==> src/rtl/ul_sim_session_ctrl_pkg.sv <==
// Shared types for the SIM session sequencer: state/command codes, status bit
// offsets and the pin pattern driven in each state.
package ul_sim_session_ctrl_pkg;

   typedef enum logic [3:0] {
      ST_OFF       = 4'd0,
      ST_VCC_UP    = 4'd1,
      ST_RST_LOW   = 4'd2,
      ST_ATR_WAIT  = 4'd3,
      ST_ACTIVE    = 4'd4,
      ST_DEACT_RST = 4'd5,
      ST_DEACT_CLK = 4'd6,
      ST_DEACT_VCC = 4'd7
   } sim_state_e;

   typedef enum logic [1:0] {
      CMD_NOP        = 2'd0,
      CMD_ACTIVATE   = 2'd1,
      CMD_WARM_RESET = 2'd2,
      CMD_DEACTIVATE = 2'd3
   } sim_cmd_e;

   localparam int STAT_ATR_TO   = 4;
   localparam int STAT_WWT_TO   = 5;
   localparam int STAT_CMD_ERR  = 6;
   localparam int STAT_ATR_SEEN = 7;

   typedef struct packed {
      logic vcc_en;
      logic stopn;
      logic reset;
      logic uart_resetn;
   } sim_pins_t;

   function automatic sim_pins_t pins_for(input sim_state_e st);
      sim_pins_t p;
      p = '0;
      case (st)
         ST_VCC_UP:                p = '{vcc_en: 1'b1, stopn: 1'b0, reset: 1'b0, uart_resetn: 1'b0};
         ST_RST_LOW, ST_DEACT_RST: p = '{vcc_en: 1'b1, stopn: 1'b1, reset: 1'b0, uart_resetn: 1'b1};
         ST_ATR_WAIT, ST_ACTIVE:   p = '{vcc_en: 1'b1, stopn: 1'b1, reset: 1'b1, uart_resetn: 1'b1};
         ST_DEACT_CLK:             p = '{vcc_en: 1'b1, stopn: 1'b0, reset: 1'b0, uart_resetn: 1'b0};
         default:                  p = '0;
      endcase
      return p;
   endfunction

endpackage

==> src/rtl/ul_sim_session_ctrl_tick.sv <==
// ul_sim_tick_timer: counts sim ticks from a clear; done flags the tick on
// which the count reaches limit-1, so a phase lasts exactly limit ticks.
module ul_sim_tick_timer #(
   parameter int CNT_BITS = 22
) (
   input  logic                axis_clk,
   input  logic                resetn,
   input  logic                clr,
   input  logic                tick,
   input  logic [CNT_BITS-1:0] limit,
   output logic                done
);

   logic [CNT_BITS-1:0] count;

   always_ff @(posedge axis_clk or negedge resetn) begin
      if (!resetn)
         count <= '0;
      else if (clr)
         count <= '0;
      else if (tick)
         count <= count + CNT_BITS'(1);
   end

   assign done = tick && (count == (limit - CNT_BITS'(1)));

endmodule

==> src/rtl/ul_sim_session_ctrl.sv <==
// SIM session sequencer: ISO 7816-3 activation / warm reset / deactivation,
// ATR timeout and work-waiting-time supervision.
//
// state        | meaning
// OFF          | card unpowered, UART held in reset
// VCC_UP       | VCC on, waiting for supply to settle
// RST_LOW      | clock running, RST held low
// ATR_WAIT     | RST released, waiting for first ATR character
// ACTIVE       | session up, WWT supervised once armed by a transmit
// DEACT_RST    | RST dropped
// DEACT_CLK    | clock stopped, UART held in reset
// DEACT_VCC    | VCC dropped, returns to OFF
module ul_sim_session_ctrl
   import ul_sim_session_ctrl_pkg::*;
#(
   parameter int unsigned VCC_SETTLE_TICKS  = 200,
   parameter int unsigned RST_LOW_TICKS     = 400,
   parameter int unsigned ATR_TIMEOUT_TICKS = 40000,
   parameter int unsigned WWT_TICKS         = 3571200,
   parameter int unsigned DEACT_STEP_TICKS  = 8,
   parameter int          CNT_BITS          = 22
) (
   input  logic        axis_clk,
   input  logic        resetn,
   input  logic        sim_tick,
   input  logic        rx_strobe,
   input  logic        tx_strobe,
   input  logic [1:0]  axis_cmd_data,
   input  logic        axis_cmd_valid,
   output logic        axis_cmd_ready,
   output logic [31:0] axis_stat_data,
   output logic        axis_stat_valid,
   input  logic        axis_stat_ready,
   output logic        sim_vcc_en,
   output logic        sim_stopn,
   output logic        sim_reset,
   output logic        uart_resetn,
   output logic        int_evt_valid,
   input  logic        int_evt_ready
);

   sim_state_e          state, state_nxt;
   sim_cmd_e            cmd;
   sim_pins_t           pins_q;
   logic                cmd_taken;
   logic                phase_clr, phase_done, wwt_clr, wwt_done;
   logic [CNT_BITS-1:0] phase_limit;
   logic                wwt_armed, wwt_armed_nxt;
   logic                atr_seen, atr_seen_nxt;
   logic                set_atr_to, set_wwt_to, set_cmd_err;
   logic                flag_atr_to, flag_wwt_to, flag_cmd_err;
   logic                evt_pend, evt_q;

   always_comb begin
      phase_limit = '1;
      case (state)
         ST_VCC_UP:   phase_limit = CNT_BITS'(VCC_SETTLE_TICKS);
         ST_RST_LOW:  phase_limit = CNT_BITS'(RST_LOW_TICKS);
         ST_ATR_WAIT: phase_limit = CNT_BITS'(ATR_TIMEOUT_TICKS);
         ST_DEACT_RST, ST_DEACT_CLK, ST_DEACT_VCC:
                      phase_limit = CNT_BITS'(DEACT_STEP_TICKS);
         default:     phase_limit = '1;
      endcase
   end

   always_comb begin
      state_nxt     = state;
      cmd_taken     = 1'b0;
      atr_seen_nxt  = atr_seen;
      wwt_armed_nxt = wwt_armed;
      set_atr_to    = 1'b0;
      set_wwt_to    = 1'b0;
      set_cmd_err   = 1'b0;
      cmd           = axis_cmd_valid ? sim_cmd_e'(axis_cmd_data) : CMD_NOP;

      // An accepted command pre-empts any timer expiry in the same cycle.
      case (cmd)
         CMD_ACTIVATE: begin
            if (state == ST_OFF) begin
               state_nxt    = ST_VCC_UP;
               atr_seen_nxt = 1'b0;
               cmd_taken    = 1'b1;
            end else
               set_cmd_err = 1'b1;
         end
         CMD_WARM_RESET: begin
            if (state inside {ST_ATR_WAIT, ST_ACTIVE}) begin
               state_nxt    = ST_RST_LOW;
               atr_seen_nxt = 1'b0;
               cmd_taken    = 1'b1;
            end else
               set_cmd_err = 1'b1;
         end
         CMD_DEACTIVATE: begin
            if (state inside {ST_VCC_UP, ST_RST_LOW, ST_ATR_WAIT, ST_ACTIVE}) begin
               state_nxt = ST_DEACT_RST;
               cmd_taken = 1'b1;
            end else if (state == ST_OFF)
               set_cmd_err = 1'b1;
         end
         default: ;
      endcase

      if (!cmd_taken) begin
         case (state)
            ST_VCC_UP:    if (phase_done) state_nxt = ST_RST_LOW;
            ST_RST_LOW:   if (phase_done) state_nxt = ST_ATR_WAIT;
            ST_ATR_WAIT: begin
               if (rx_strobe) begin
                  state_nxt    = ST_ACTIVE;
                  atr_seen_nxt = 1'b1;
               end else if (phase_done) begin
                  state_nxt  = ST_DEACT_RST;
                  set_atr_to = 1'b1;
               end
            end
            ST_ACTIVE:    if (wwt_armed && wwt_done && !rx_strobe && !tx_strobe) set_wwt_to = 1'b1;
            ST_DEACT_RST: if (phase_done) state_nxt = ST_DEACT_CLK;
            ST_DEACT_CLK: if (phase_done) state_nxt = ST_DEACT_VCC;
            ST_DEACT_VCC: if (phase_done) state_nxt = ST_OFF;
            default: ;
         endcase
      end

      if (state == ST_ACTIVE && state_nxt == ST_ACTIVE) begin
         if (set_wwt_to)
            wwt_armed_nxt = 1'b0;
         else if (tx_strobe)
            wwt_armed_nxt = 1'b1;
      end else
         wwt_armed_nxt = 1'b0;
   end

   assign phase_clr = (state_nxt != state);
   // Restart on any strobe; held at zero whenever not armed.
   assign wwt_clr   = !(wwt_armed && wwt_armed_nxt) || rx_strobe || tx_strobe;

   ul_sim_tick_timer #(.CNT_BITS(CNT_BITS)) u_phase_timer (
      .axis_clk (axis_clk),
      .resetn   (resetn),
      .clr      (phase_clr),
      .tick     (sim_tick),
      .limit    (phase_limit),
      .done     (phase_done)
   );

   ul_sim_tick_timer #(.CNT_BITS(CNT_BITS)) u_wwt_timer (
      .axis_clk (axis_clk),
      .resetn   (resetn),
      .clr      (wwt_clr),
      .tick     (sim_tick),
      .limit    (CNT_BITS'(WWT_TICKS)),
      .done     (wwt_done)
   );

   always_ff @(posedge axis_clk or negedge resetn) begin
      if (!resetn) begin
         state        <= ST_OFF;
         pins_q       <= '0;
         atr_seen     <= 1'b0;
         wwt_armed    <= 1'b0;
         flag_atr_to  <= 1'b0;
         flag_wwt_to  <= 1'b0;
         flag_cmd_err <= 1'b0;
         evt_pend     <= 1'b0;
         evt_q        <= 1'b0;
      end else begin
         state        <= state_nxt;
         pins_q       <= pins_for(state_nxt);
         atr_seen     <= atr_seen_nxt;
         wwt_armed    <= wwt_armed_nxt;
         flag_atr_to  <= set_atr_to  | (flag_atr_to  & ~axis_stat_ready);
         flag_wwt_to  <= set_wwt_to  | (flag_wwt_to  & ~axis_stat_ready);
         flag_cmd_err <= set_cmd_err | (flag_cmd_err & ~axis_stat_ready);
         evt_pend     <= set_atr_to | set_wwt_to;
         evt_q        <= evt_pend | (evt_q & ~int_evt_ready);
      end
   end

   assign axis_cmd_ready  = 1'b1;
   assign axis_stat_valid = 1'b1;
   assign axis_stat_data  = {24'h0, atr_seen, flag_cmd_err, flag_wwt_to, flag_atr_to, state};
   assign sim_vcc_en      = pins_q.vcc_en;
   assign sim_stopn       = pins_q.stopn;
   assign sim_reset       = pins_q.reset;
   assign uart_resetn     = pins_q.uart_resetn;
   assign int_evt_valid   = evt_q;

endmodule
==> config.mk <==
export PLATFORM = sky130hd
export DESIGN_NAME = ul_sim_session_ctrl
export DESIGN_NICKNAME = d
export VERILOG_FILES = /design/src/rtl/ul_sim_session_ctrl_pkg.sv /design/src/rtl/ul_sim_session_ctrl_tick.sv /design/src/rtl/ul_sim_session_ctrl.sv
export SDC_FILE = /design/constraint.sdc
export NUM_CORES = 1
export LEC_CHECK = 0
export CORE_MARGIN = 4
export CORE_UTILIZATION = 35
export DETAILED_ROUTE_END_ITERATION = 12
export PLACE_DENSITY = 0.56
export SLEW_MARGIN = 20
export SYNTH_ARGS = -nofsm -noshare
export SYNTH_HDL_FRONTEND = slang
export SYNTH_SLANG_ARGS = --single-unit
==> constraint.sdc <==
create_clock -name axis_clk -period 9.2 [get_ports axis_clk]
set_clock_uncertainty 0.1 [all_clocks]
set_input_delay 1.84 -clock axis_clk [delete_from_list [all_inputs] [get_ports axis_clk]]
set_output_delay 1.84 -clock axis_clk [all_outputs]
set_load 0.01 [all_outputs]
==> out/metrics.cfg <==
[yosys]
synth_edf_count = 0
synth.cell_area_sq_um = 3940
ys_seq_area_share_pct = 36.8
muxShareOfSynthArea_pct = 2.51
avgSynthCellArea_sq_um = 9.08
synth_ff_type = dfrtp_1
synth-xor-area-share_pct = 10.2
yosys_warnings = 0
synth.distinct_cells = 61
synth_compound_area_share_pct = 9.82
syn_inst = 434
synth-simple-area-share_pct = 28.0
synth_fa_ha_area_share_pct = 2.22
synth_top_family_by_area = simple AND/OR/NAND/NOR gates
async_flop_share_pct = 100
ys_seq_elements = 58

[clock_network]
postCtsSetupBuffers = 0
cts.htree.levels = 3
clock_path_buffers = 2
cts_sinks = 58
path_clk_slew_ns = 0.05
cts_tree = done
clockRootBuffer = clkbuf_16
ctsHoldBuffers = 0
numCtsBuffers = 9
post_cts_resized = 0
clock_latency_ns = 0.32

[floorplan]
placementRows = 38
start_util_pct = 36.0
die_h_um = 114
die_w_um = 114
io_pins = 49
core_area_sq_um = 10900
dieArea_sq_um = 13000

[worst_setup_path]
r2r-end = u_phase_timer.count[0]
cp-start-kind = input pin
reg2reg_depth = 11
endpoint = u_phase_timer.count[0]
worstPathArrival_ns = 5.15
crit_type = input pin to flop
endpoint_kind = flop
required_ns = 9.32
worst-path-max-fanout = 22
crit_start = sim_tick
r2r_setup_slack_ns = 4.47
timing.rr.start = state[1]

[layout]
antenna_cells = 0
register_area_sq_um = 1450
multi_input_area_sq_um = 2180
fillers = 1109
final_net_count = 457
drive_above_1_share_pct = 10.8
area_growth_pct = 10.7

[place]
portBuffers = 22
gp_congestion = 0.878
dpl_worst_slack_ns = 3.79
dp_hpwl_mm = 5.73

[grt]
met2_usage_pct = 20.5
met1_usage_pct = 18.9
grt_util_all_layers_pct = 13.6
antenna_found_initial = 0
met3_usage_pct = 3.54
gr-total-overflow = 0
grt_pass1_wl_mm = 14.4
grt_pass1_vias = 2957
grt_max_degree = 59
grt-busiest-layer = met2

[job]
maxCapViolations = 0

[sta]
hold_viol = 0
rsz0062_at_grt = false
fmax_ghz = 0.199
finalWorstSetupSlack_ns = 4.16
worst_pin_slew_ns = 0.907
fin_crit_ns = 5.04
tns_ns = 0
finalSetupViolCount = 0
relSlewSlack_pct = 39.3
final_max_slew_viol_count = 0
post-route-period-util_pct = 54.7

[power]
leakage_nw = 1.74
power_density_nw_per_um2 = 165
ir_drop_v = 0.0000735

[hold_path]
hold_depth = 1
hp-class = flop to flop

[drt]
routed_wl_mm = 8.26
vias = 3049
drtIter0Drc = 149
drtPass1Iterations = 4
drc = 0
vias_per_cell = 5.22
ant_nets = 0
wl_per_cell_um = 14.1

[run_status]
status = complete, no violations

-- where the power goes --
part / total [mW] / switching, mW / internal, mW
registers: 0.290 / 0.0238 / 0.267
clock network: 0.302 / 0.107 / 0.195
logic: 0.126 / 0.0761 / 0.0497
total: 0.718 / 0.207 / 0.511
-- worst min-delay path by stage --
| stage | from | slack, ns | to |
|---|---|---|---|
| floorplan | evt_pend | 0.30 | int_evt_valid |
| global placement | evt_pend | 0.31 | int_evt_valid |
| detailed placement | evt_pend | 0.32 | int_evt_valid |
| CTS | evt_pend | 0.33 | int_evt_valid |
| global route | evt_pend | 0.35 | int_evt_valid |
| finish | evt_pend | 0.33 | int_evt_valid |
-- Yosys cell counts (4+ instances only) --
cell,count,area share [%]
a21oi_1,6,0.76
and2_1,4,0.64
and3_1,8,1.3
buf_4,32,6.1
clkbuf_1,13,1.2
dfrtp_1,58,37
ha_1,7,2.2
inv_1,15,1.4
mux2i_1,5,1.3
nand2_1,34,3.2
nand3_1,25,3.2
nand4_1,17,2.7
nor2_1,23,2.2
nor3_1,31,3.9
nor3_2,19,4.8
nor4_1,5,0.79
o21a_1,4,0.76
o21ai_0,14,1.8
o31ai_1,4,0.76
or3_1,4,0.64
xnor2_1,15,3.3
xor2_1,31,6.9
-- cells by family after synthesis --
kind of cell	Yosys count
fa+ha+maj	7
simple gates	190
compound gates	55
flops	58
buf+inv	68
xor+xnor	46
mux	8
other cells	2
-- cell type report --
| type | count | share of cell area, % |
|---|---|---|
| multi-input cells | 332 | 49.9 |
| flip-flops and latches | 58 | 33.3 |
| clock buffers | 13 | 5.97 |
| repair buffers | 24 | 5.28 |
| well taps | 140 | 4.02 |
| inverters | 15 | 1.29 |
| clock inverters | 2 | 0.287 |
-- sequential cells by signal, summed over array words and instances, names as in the netlist --
register / flops
u_phase_timer.count: 22
wwt_armed: 1
sim_vcc_en: 1
sim_stopn: 1
flag_atr_to: 1
u_wwt_timer.count: 22
flag_wwt_to: 1
evt_pend: 1
state: 4
atr_seen: 1
flag_cmd_err: 1
sim_reset: 1
int_evt_valid: 1
-- metal layers --
layer | routed length [um] | vias to the layer above
met5 | 0 | -
met4 | 132 | 0
met3 | 409 | 14
met2 | 3690 | 81
met1 | 4020 | 1462
li1 | - | 1492
-- critical path, cell delays in order --
cell and delay [ns]:
clkdlybuf4s50_1 0.78, nand4_1 0.17, a221o_1 0.30, a211o_1 0.36, or3_4 0.40, o31ai_1 0.22, nand3_1 0.67, nor3_1 0.40
-- per-stage QoR --
step / total power, mW / utilization, % / cell area, sq um / hold WS [ns] / cells
3_5_place_dp: 0.420 / 37.4 / 4090 / 0.318 / 569
5_1_grt: 0.759 / 39.9 / 4360 / 0.351 / 584
3_3_place_gp: 0.420 / 37.4 / 4090 / 0.313 / 569
6_report: 0.718 / 39.9 / 4360 / 0.326 / 584
2_1_floorplan: 0.391 / - / 4030 / 0.304 / 458
4_1_cts: 0.726 / 39.9 / 4360 / 0.329 / 584
-- cell usage in the layout, fill, tap and decap left out, types with 4 or more instances in the layout --
| cell type | synthesis | routed |
|---|---|---|
| mux2i_1 | 5 | 5 |
| and3_1 | 8 | 8 |
| xor2_1 | 31 | 31 |
| conb_1 | 2 | 26 |
| clkbuf_16 | 0 | 9 |
| nor2_1 | 23 | 23 |
| or3_1 | 4 | 4 |
| nand2_1 | 34 | 34 |
| nand4_1 | 17 | 17 |
| inv_1 | 15 | 15 |
| nor4_1 | 5 | 5 |
| nor3_1 | 31 | 31 |
| o21ai_0 | 14 | 14 |
| nand3_1 | 25 | 25 |
| a21oi_1 | 6 | 6 |
| and2_1 | 4 | 4 |
| clkdlybuf4s50_1 | 0 | 21 |
| o31ai_1 | 4 | 4 |
| xnor2_1 | 15 | 15 |
| dfrtp_1 | 58 | 58 |
| nor3_2 | 19 | 19 |
| ha_1 | 7 | 7 |
| o21a_1 | 4 | 4 |
No activity file was read; power rests on OpenSTA's default activity.
